==> config.mk <==
export PLATFORM = sky130hd
export DESIGN_NAME = mem_stage
export DESIGN_NICKNAME = d
export VERILOG_FILES = /design/src/rtl/mips_pkg.sv /design/src/rtl/mem_stage_load_align.sv /design/src/rtl/mem_stage.sv
export SDC_FILE = /design/constraint.sdc
export NUM_CORES = 1
export LEC_CHECK = 0
export CORE_ASPECT_RATIO = 1.1
export CORE_MARGIN = 8
export CORE_UTILIZATION = 35
export CTS_BUF_LIST = sky130_fd_sc_hd__clkbuf_16
export CTS_CLUSTER_DIAMETER = 150
export DETAILED_ROUTE_END_ITERATION = 10
export PLACE_DENSITY_LB_ADDON = 0.05
export REMOVE_ABC_BUFFERS = 1
export SYNTH_ARGS = -nofsm -noshare
export SYNTH_HDL_FRONTEND = slang
export SYNTH_HIERARCHICAL = 1
export SYNTH_SLANG_ARGS = --single-unit
==> constraint.sdc <==
create_clock -name clk -period 1.55 [get_ports clk]
set_input_delay 0.155 -clock clk [delete_from_list [all_inputs] [get_ports clk]]
set_output_delay 0.155 -clock clk [all_outputs]
set_load 0.02 [all_outputs]
==> src/rtl/mips_pkg.sv <==
// ============================================================================
// mips_pkg
// ----------------------------------------------------------------------------
// Shared definitions for the memory-access stage: access size encodings,
// the stage state type and store-side formatting helpers.
// Revision: 1.0 - initial release
// ============================================================================
`default_nettype none

package mips_pkg;

    localparam logic [1:0] SIZE_B = 2'b00;
    localparam logic [1:0] SIZE_H = 2'b01;
    localparam logic [1:0] SIZE_W = 2'b10;

    typedef enum logic [0:0] {
        IDLE   = 1'b0,
        ACCESS = 1'b1
    } mem_state_t;

    // Byte-enable pattern for an access; size 2'b11 falls through to word.
    function automatic logic [3:0] byte_enable(input logic [1:0] size,
                                               input logic [1:0] addr_lo);
        case (size)
            SIZE_B:  return 4'b0001 << addr_lo;
            SIZE_H:  return addr_lo[1] ? 4'b1100 : 4'b0011;
            default: return 4'b1111;
        endcase
    endfunction

    // Replicate store data across all lanes so memory can pick by byte enable.
    function automatic logic [31:0] store_lanes(input logic [1:0]  size,
                                                input logic [31:0] data);
        case (size)
            SIZE_B:  return {4{data[7:0]}};
            SIZE_H:  return {2{data[15:0]}};
            default: return data;
        endcase
    endfunction

endpackage

`default_nettype wire

==> src/rtl/mem_stage_load_align.sv <==
// ============================================================================
// load_align
// ----------------------------------------------------------------------------
// Combinational load-data extraction: selects the byte/half lane addressed
// by addr_lo and sign- or zero-extends it to 32 bits.
// Ports:
//   rdata     in  32  raw word returned by data memory
//   addr_lo   in  2   low address bits of the access
//   size      in  2   access size (byte/half/word; 11 treated as word)
//   is_signed in  1   sign-extend byte/half results
//   value     out 32  extended load result
// Revision: 1.0 - initial release
// ============================================================================
`default_nettype none

module load_align
    import mips_pkg::*;
(
    input  logic [31:0] rdata,
    input  logic [1:0]  addr_lo,
    input  logic [1:0]  size,
    input  logic        is_signed,
    output logic [31:0] value
);

    logic [7:0]  w_byte;
    logic [15:0] w_half;

    always_comb begin
        case (addr_lo)
            2'd0:    w_byte = rdata[7:0];
            2'd1:    w_byte = rdata[15:8];
            2'd2:    w_byte = rdata[23:16];
            default: w_byte = rdata[31:24];
        endcase
        w_half = addr_lo[1] ? rdata[31:16] : rdata[15:0];

        case (size)
            SIZE_B:  value = {{24{is_signed & w_byte[7]}}, w_byte};
            SIZE_H:  value = {{16{is_signed & w_half[15]}}, w_half};
            default: value = rdata;
        endcase
    end

endmodule

`default_nettype wire

==> src/rtl/mem_stage.sv <==
// ============================================================================
// mem_stage
// ----------------------------------------------------------------------------
// Memory-access pipeline stage. Non-memory ops pass alu_result straight to
// writeback at one per cycle; loads/stores hold a req/ack transaction on the
// data-memory port and stall execute (in_ready low) until the ack.
// Optional macro: MEM_ALIGN_CHECK_EN - when defined, misaligned half/word
// accesses are not issued and instead return a misalign writeback pulse
// carrying the faulting address; when undefined, low address bits are
// cleared and the access proceeds.
// Ports:
//   clk, rst_n                       clock, synchronous active-low reset
//   in_valid/in_ready                execute handshake
//   alu_result, store_data, mem_*    operation from execute
//   rd, reg_write                    writeback destination/enable
//   dmem_*                           data-memory request/response port
//   wb_*                             registered writeback outputs
//   misalign                         misaligned-access pulse (with wb_valid)
// Revision: 1.0 - initial release
// ============================================================================
`default_nettype none

module mem_stage
    import mips_pkg::*;
#(
    parameter int AW = 32,
    parameter int DW = 32
) (
    input  logic          clk,
    input  logic          rst_n,
    input  logic          in_valid,
    output logic          in_ready,
    input  logic [DW-1:0] alu_result,
    input  logic [DW-1:0] store_data,
    input  logic          mem_read,
    input  logic          mem_write,
    input  logic [1:0]    mem_size,
    input  logic          mem_signed,
    input  logic [4:0]    rd,
    input  logic          reg_write,
    output logic          dmem_req,
    output logic          dmem_we,
    output logic [AW-1:0] dmem_addr,
    output logic [DW-1:0] dmem_wdata,
    output logic [3:0]    dmem_be,
    input  logic          dmem_ack,
    input  logic [DW-1:0] dmem_rdata,
    output logic          wb_valid,
    output logic [DW-1:0] wb_data,
    output logic [4:0]    wb_rd,
    output logic          wb_reg_write,
    output logic          misalign
);

    mem_state_t  r_state;
    logic [31:0] r_addr;
    logic [1:0]  r_size;
    logic        r_signed;
    logic [4:0]  r_rd;
    logic        r_reg_write;

    logic        w_is_mem;
    logic [31:0] w_addr;
    logic [31:0] w_load_value;

    assign in_ready  = (r_state == IDLE);
    assign dmem_addr = r_addr[AW-1:0];
    assign w_is_mem  = mem_read | mem_write;

`ifdef MEM_ALIGN_CHECK_EN
    logic w_misaligned;
    always_comb begin
        case (mem_size)
            SIZE_B:  w_misaligned = 1'b0;
            SIZE_H:  w_misaligned = alu_result[0];
            default: w_misaligned = (alu_result[1:0] != 2'b00);
        endcase
    end
    // Misaligned accesses never reach memory, so no address fix-up is needed.
    assign w_addr = alu_result;
`else
    assign misalign = 1'b0;
    // Misaligned half/word accesses are silently forced onto their natural
    // boundary.
    always_comb begin
        case (mem_size)
            SIZE_B:  w_addr = alu_result;
            SIZE_H:  w_addr = {alu_result[31:1], 1'b0};
            default: w_addr = {alu_result[31:2], 2'b00};
        endcase
    end
`endif

    load_align u_load_align (
        .rdata     (dmem_rdata),
        .addr_lo   (r_addr[1:0]),
        .size      (r_size),
        .is_signed (r_signed),
        .value     (w_load_value)
    );

    always_ff @(posedge clk) begin
        if (!rst_n) begin
            r_state      <= IDLE;
            r_addr       <= '0;
            r_size       <= SIZE_B;
            r_signed     <= 1'b0;
            r_rd         <= '0;
            r_reg_write  <= 1'b0;
            dmem_req     <= 1'b0;
            dmem_we      <= 1'b0;
            dmem_wdata   <= '0;
            dmem_be      <= '0;
            wb_valid     <= 1'b0;
            wb_data      <= '0;
            wb_rd        <= '0;
            wb_reg_write <= 1'b0;
`ifdef MEM_ALIGN_CHECK_EN
            misalign     <= 1'b0;
`endif
        end else begin
            wb_valid <= 1'b0;
`ifdef MEM_ALIGN_CHECK_EN
            misalign <= 1'b0;
`endif
            case (r_state)
                IDLE: begin
                    if (in_valid) begin
                        if (!w_is_mem) begin
                            wb_valid     <= 1'b1;
                            wb_data      <= alu_result;
                            wb_rd        <= rd;
                            wb_reg_write <= reg_write;
                        end
`ifdef MEM_ALIGN_CHECK_EN
                        else if (w_misaligned) begin
                            wb_valid     <= 1'b1;
                            misalign     <= 1'b1;
                            wb_data      <= alu_result;
                            wb_rd        <= rd;
                            wb_reg_write <= 1'b0;
                        end
`endif
                        else begin
                            r_state     <= ACCESS;
                            r_addr      <= w_addr;
                            r_size      <= mem_size;
                            r_signed    <= mem_signed;
                            r_rd        <= rd;
                            // A store (including read+write) never writes back.
                            r_reg_write <= reg_write & ~mem_write;
                            dmem_req    <= 1'b1;
                            dmem_we     <= mem_write;
                            dmem_be     <= byte_enable(mem_size, w_addr[1:0]);
                            dmem_wdata  <= store_lanes(mem_size, store_data);
                        end
                    end
                end
                ACCESS: begin
                    if (dmem_ack) begin
                        r_state      <= IDLE;
                        dmem_req     <= 1'b0;
                        wb_valid     <= 1'b1;
                        wb_rd        <= r_rd;
                        wb_reg_write <= r_reg_write;
                        if (!dmem_we) begin
                            wb_data <= w_load_value;
                        end
                    end
                end
                default: r_state <= IDLE;
            endcase
        end
    end

endmodule

`default_nettype wire

# Word-level counts from Yosys, hierarchy flattened
# Index checks and enable logic that the tools add are counted.
[op_classes]
shift = 1
bitwise = 6
n_reduce_logical = 7
n_eq_ne = 9
mux = 32
[ops]
columns = ["operator", "n"]
rows = [
  ["$pmux 32 s2", 3],
  ["$mux 32", 4],
  ["$pmux 8 s3", 1],
  ["$mux 16", 1],
  ["$mux 5", 3],
  ["$mux 1", 12],
  ["$pmux 5 s2", 1],
  ["$reduce_and 3->1", 3],
  ["$ne 2x2->1 const B", 4],
  ["$pmux 1 s2", 4],
  ["$pmux 4 s2", 1],
  ["$eq 2x1->1 const B", 3],
  ["$logic_not 2->1", 3],
  ["$mux 4", 1],
  ["$pmux 2 s2", 1],
  ["$reduce_and 4->1", 1],
  ["$shl 1x2->4 const A", 1],
  ["$and 1x1->1", 3],
  ["$eq 2x2->1 const B", 1],
  ["$ne 2x1->1 const B", 1],
  ["$not 1->1", 2],
  ["$or 1x1->1", 1],
]
[word_totals]
out_inout_bits = 111
regBits = 119
input_bits = 111

# Longest topological paths before layout
[logic_depth]
depth_word = 7
depth_mapped = 9
depth_no_buf = 5

# Cells and area by module
# Netlist, hierarchy kept.
[modules_own_cells]
columns = ["module", "instances", "area_each_um2", "cells_per_inst", "seq_area_each_um2"]
rows = [
  ["mem_stage", 1, 5363.9, 581, 2382.3],
  ["load_align", 1, 875.8, 115, 0.0],
]

# Worst setup path before layout
# No wires, ideal clock.
[synth_path]
path_kind = "reg-to-reg"
from = "register r_addr[0], in the netlist dmem_addr[0]"
to = "register wb_data[21]"
stages_incl_launch_ff = 7
t_arrival_ns = 1.690
period_less_slack_ns = 1.832
setup_ns = 0.142
required_ns = 1.408
setup_slack_ns = -0.282
path_buffers = 1
path_cell_list = "dfxtp_1 -> mux2_2 -> a32oi_4 -> buf_6 -> o211ai_2 -> mux2i_1 -> a211oi_2"
[synth_via]
elab_chain_cells = 7
word_cells_on_any_way = 9
cone_classes = "2 x eq/ne; 5 x mux; 1 x bitwise; 1 x reduce/logical"
[synth_rtl]
columns = ["element", "line_no", "rtl"]
rows = [
  ["start, declared", "mem_stage.sv:56", "logic [31:0] r_addr;"],
  ["start signal, assigned", "mem_stage.sv:146", "r_addr <= w_addr;"],
  ["$eq 2x2->1, or another cell as far along", "mem_stage_load_align.sv:30", "case (addr_lo)"],
  ["$pmux 8 s3 (*)", "mem_stage_load_align.sv:30", ""],
  ["$and 1x1->1 (*)", "mem_stage_load_align.sv:39", "SIZE_B: value = {{24{is_signed & w_byte[7]}}, w_byte};"],
  ["$pmux 32 s2 (*)", "mem_stage_load_align.sv:38", "case (size)"],
  ["named net w_load_value[21]", "mem_stage.sv:64", "logic [31:0] w_load_value;"],
  ["$mux 32 (*)", "mem_stage.sv:166", "if (!dmem_we) begin"],
  ["$mux 32 (*)", "mem_stage.sv:160", "if (dmem_ack) begin"],
  ["$pmux 32 s2 (*)", "mem_stage.sv:126", "case (r_state)"],
  ["end signal, assigned", "mem_stage.sv:131", "wb_data <= alu_result;"],
  ["end signal, assigned", "mem_stage.sv:167", "wb_data <= w_load_value;"],
  ["end, declared", "mem_stage.sv:49", "output logic [DW-1:0] wb_data,"],
]
# Mark *: on every way through the listed nets, which the timed path passes. The rest lies on a longest branch. The select of a mux whose other input is x is not followed.
# A chain may end at the register's enable or synchronous reset.

# Worst setup path in the final report
[layout_path]
from = "register r_addr[0], in the netlist dmem_addr[0]"
to = "register wb_data[29]"
# Same word-level chain as after synthesis.

==> results <==
- In this run the worst setup path begins at dmem_addr[0].
- The worst-case reg-to-reg path depth is 6.
- For this run, the total global-route usage over all layers was measured as 21.0%.
- The wire length of the first global-routing pass is between 30 and 40 mm.
- After filler insertion, the fill cell instance count of the layout stands at ~1,600.
- The tree is rooted in a sky130_fd_sc_hd__clkbuf_16.
- The hold buffer count at cts is 0.
- The weighted congestion reported at the end of routability-driven placement is 0.820.
- Hold is met by 343 ps.
- TritonCTS built the clock tree.
- The number of antenna violations at the first check in global routing came to 0.
- The type of the worst min-delay path is input port to flip-flop.
- At the end of the flow, the number of nets in the layout was between 1,000 and 1,500.
- The data required time at the worst endpoint is 1840 ps.
- The insertion delay to the later sink of the worst-skew pair is approximately 420 ps.
- The total negative slack is -4040 ps.
- For the worst setup path, the data arrival time is between 2000 and 2500 ps.
- The destination of the critical timing path is wb_data[29].
- The top cell types in the final layout, fill and taps aside, are sky130_fd_sc_hd__clkdlybuf4s50_1 (144), sky130_fd_sc_hd__dfxtp_1 (115), sky130_fd_sc_hd__a21oi_1 (71), sky130_fd_sc_hd__buf_4 (68), sky130_fd_sc_hd__mux2i_1 (67).
- STA classifies the critical path startpoint as a flip-flop.
- The detailed router's first-iteration violation count is between 300 and 400.
- Power spread over the standard cell area amounts to about 960 mW/mm².
- The HPWL after detailed placement is around 17 mm.
- The remaining routing DRC violations is 0.
- The checks that failed: negative setup slack.
- Measured along the y axis, the die boundary spans between 150 and 200 µm.
- The floorplan step defined a core boundary enclosing between 0.015 and 0.02 mm².
- The final count of pins violating max slew is 0.
- Summing all non-filler instances in the final layout gives an area of 0.00983 mm².
- The number of diodes is 0.
- The post-synthesis cell count is around 700.
- The H-tree level count is 4.
- No sink is reached through more buffers than the 2 on the longest clock path.
- The most common cell after layout, fill and taps aside is sky130_fd_sc_hd__clkdlybuf4s50_1.
- The average wire length per cell after detail routing is ~20 µm.
- Input and output buffers added on the ports amount to 220.
- In this run the worst path has a maximum fanout of 6.
- After layout, the worst path uses 112% of the clock period.
- The residual antenna-violating net count after detailed routing is 0.
- The area overhead of the layout relative to synthesis is 57.5%.
- The count of warnings emitted by yosys is 6.
- The routed layout has between 6,000 and 7,000 vias.
- The total number of clock tree sinks is approximately 120.
- The worst vdd rail ir drop is 0.777 mV.
- On the final layout, the worst clock skew is between 10 and 15 ps.
- Entering global routing, the biggest net connects 36 pins.
- The category of the most critical setup path is flip-flop to flip-flop.
- The first TritonRoute pass finished after 4 iterations.
- In the final layout, the multi-input gates occupy roughly 0.0035 mm².
- The number of buffers created by CTS is 17.
- The number of primary I/O pins is approximately 220.
- Across the whole layout, storage elements account for ~0.0024 mm².
- Setup repair after global routing could not meet its margin everywhere.
- The count of state elements after synthesis is about 120.
- The run finished, with violations left.
- The post-synth design cell area is between 0.006 and 0.007 mm².
- The count of endpoints failing hold in the final timing report is 0.
- For this run, the share of the core covered by cells in the final layout is approximately 56%.
- The highest attainable clock frequency is 575 MHz.
- In the synthesized netlist the dominant register cell turns out to be sky130_fd_sc_hd__dfxtp_1.
- Sequential elements use between 30% and 40% of the synthesized area.
- In the post-route analysis, the smallest setup slack over all paths is -191 ps.
- The total routed wirelength is ~24 mm.
- The mean number of vias per cell is ~5.4.
- The floorplan has about 50 rows.
- The area of the die is 0.0224 mm².
- In this run the critical register-to-register path is captured at wb_data[29].
- For this run, asynchronously set or reset flops after synthesis account for 0%.
- The leakage power summed over all cells is about 4.4 nW.
- The reg-to-reg startpoint is dmem_addr[0].
- The via count of the first global-routing pass is ~6,700.
- The post-route minimum period is around 1700 ps.
- For this run the aggregate overflow at the end of global routing stands at 0.
- The cell area after placement is between 0.009 and 0.01 mm².
- The floorplan step set the die width to between 100 and 150 µm.
- The effective utilization at floorplan is 35.4%.
- The worst reg-to-reg setup slack is -190 ps.
- The final count of negative-setup-slack endpoints is 30.
- The unique cell type count in the Yosys netlist is 48.
- The proportion of layout cells with a drive suffix above 1 is 19.4%.
- Dividing the synthesized area by the synthesized cell count gives 8.97 µm².
- Clock-pin slew was measured on the worst setup and hold paths at 60 ps.
- The number of enable flip-flop cells after synthesis is 0.
- Across the run, the number of max-cap violations was 0.
- The sort of element at the end of the critical path is a flip-flop.
[power breakdown]
| group | internal [mW] | leakage, nW | switching (mW) |
|---|---|---|---|
| clock network | 2.04 | 0.253 | 1.55 |
| logic | 1.14 | 3.15 | 1.24 |
| registers | 3.29 | 0.980 | 0.120 |
| total | 6.47 | 4.38 | 2.92 |
[repair_timing]
item / in CTS / in global routing
pin swaps: 17 / 15
setup endpoints to repair: 65 / 76
resized for setup: 45 / 54
cloned: 2 / 0
setup buffers: 4 / 0
[worst min-delay path by stage]
stage          slack (ps)  startpoint  endpoint  cells after the start
5_1_grt               360       rd[1]   r_rd[1]                      3
4_1_cts               330       rd[1]   r_rd[1]                      3
3_5_place_dp          450    dmem_req  dmem_req                      2
3_3_place_gp          450    dmem_req  dmem_req                      2
2_1_floorplan         280       rst_n  wb_valid                      1
6_report              340       rd[1]   r_rd[1]                      3
[cell usage after synthesis (2+ instances only)]
master                       n  area (µm²)
sky130_fd_sc_hd__o22a_1      7        61.3
sky130_fd_sc_hd__nand2_1    47         176
sky130_fd_sc_hd__a311oi_1    9        78.8
sky130_fd_sc_hd__clkbuf_1   38         143
sky130_fd_sc_hd__a32o_1      6        60.1
sky130_fd_sc_hd__a22oi_1     9        67.6
sky130_fd_sc_hd__nor2b_1    11        68.8
sky130_fd_sc_hd__nand4_1     2        12.5
sky130_fd_sc_hd__o221a_1     2        22.5
sky130_fd_sc_hd__nor3_1     33         165
sky130_fd_sc_hd__o211a_1     6        60.1
sky130_fd_sc_hd__o21ai_0    53         265
sky130_fd_sc_hd__a21oi_1    71         355
sky130_fd_sc_hd__a211oi_1   11        82.6
sky130_fd_sc_hd__mux2_2      2        22.5
sky130_fd_sc_hd__a211oi_2   30         375
sky130_fd_sc_hd__buf_2      32         160
sky130_fd_sc_hd__buf_6      10         113
sky130_fd_sc_hd__and2_1      2        12.5
sky130_fd_sc_hd__nand2b_1    3        18.8
sky130_fd_sc_hd__o2111a_1    6        67.6
sky130_fd_sc_hd__o21ai_1    16        80.1
sky130_fd_sc_hd__buf_4       3        22.5
sky130_fd_sc_hd__o221ai_1    8        70.1
sky130_fd_sc_hd__or3_1       3        18.8
sky130_fd_sc_hd__o211ai_2   10         125
sky130_fd_sc_hd__inv_2       3        11.3
sky130_fd_sc_hd__dfxtp_1   119        2380
sky130_fd_sc_hd__inv_1       3        11.3
sky130_fd_sc_hd__o211ai_1    7        52.6
sky130_fd_sc_hd__or2_1       2        12.5
sky130_fd_sc_hd__nand3_1    48         240
sky130_fd_sc_hd__mux2i_1    67         671
sky130_fd_sc_hd__nor2_1      3        11.3
[worst max-delay path: stages, from the launching register on]
cell and delay [ps]:
sky130_fd_sc_hd__dfxtp_4 360, sky130_fd_sc_hd__mux2_4 310, sky130_fd_sc_hd__a32oi_4 340, sky130_fd_sc_hd__buf_6 210
sky130_fd_sc_hd__o211ai_2 80, sky130_fd_sc_hd__mux2i_1 200, sky130_fd_sc_hd__a211oi_2 100
[final cells by class]
type | count | area share, %
Clock buffer | 17 | 4.33
Clock inverter | 15 | 1.08
Inverter | 7 | 0.293
Multi-Input combinational cell | 485 | 35.2
Sequential cell | 119 | 24.3
Tap cell | 238 | 3.03
Timing Repair Buffer | 307 | 31.7
[state kept, by name, summed over array words and instances (netlist names)]
name,cells
dmem_addr,32
dmem_be,4
dmem_req,1
dmem_wdata,32
dmem_we,1
r_rd,5
r_reg_write,1
r_signed,1
r_size,2
r_state,1
wb_data,32
wb_rd,5
wb_reg_write,1
wb_valid,1
[per-stage QoR]
step / std cells / setup WS [ps] / power [mW]
after floorplan: 611 / -3370 / 4.56
after global placement: 1153 / -319 / 5.85
after detailed placement: 1153 / -380 / 5.89
after CTS: 1191 / -235 / 9.53
after global routing: 1188 / -253 / 9.79
final: 1188 / -191 / 9.39
[routing by layer]
| layer | GRT usage (%) | vias to the layer above | wire length, µm |
|---|---|---|---|
| met4 | 7.32 | 0 | 362 |
| met1 | 25.2 | 3098 | 10000 |
| li1 | - | 3085 | - |
| met5 | 0 | - | 0 |
| met2 | 35.0 | 229 | 11400 |
| met3 | 5.97 | 23 | 1950 |
[kinds of logic after synthesis]
family | count (synthesis) | synth area share [%]
AND/OR/NAND/NOR | 159 | 12.8
flip-flops | 119 | 38.2
buffers and inverters | 92 | 7.58
AO/OA/AOI/OAI | 256 | 30.2
other | 1 | 0.0601
multiplexers | 69 | 11.1
No activity file was read; power rests on OpenSTA's default activity.
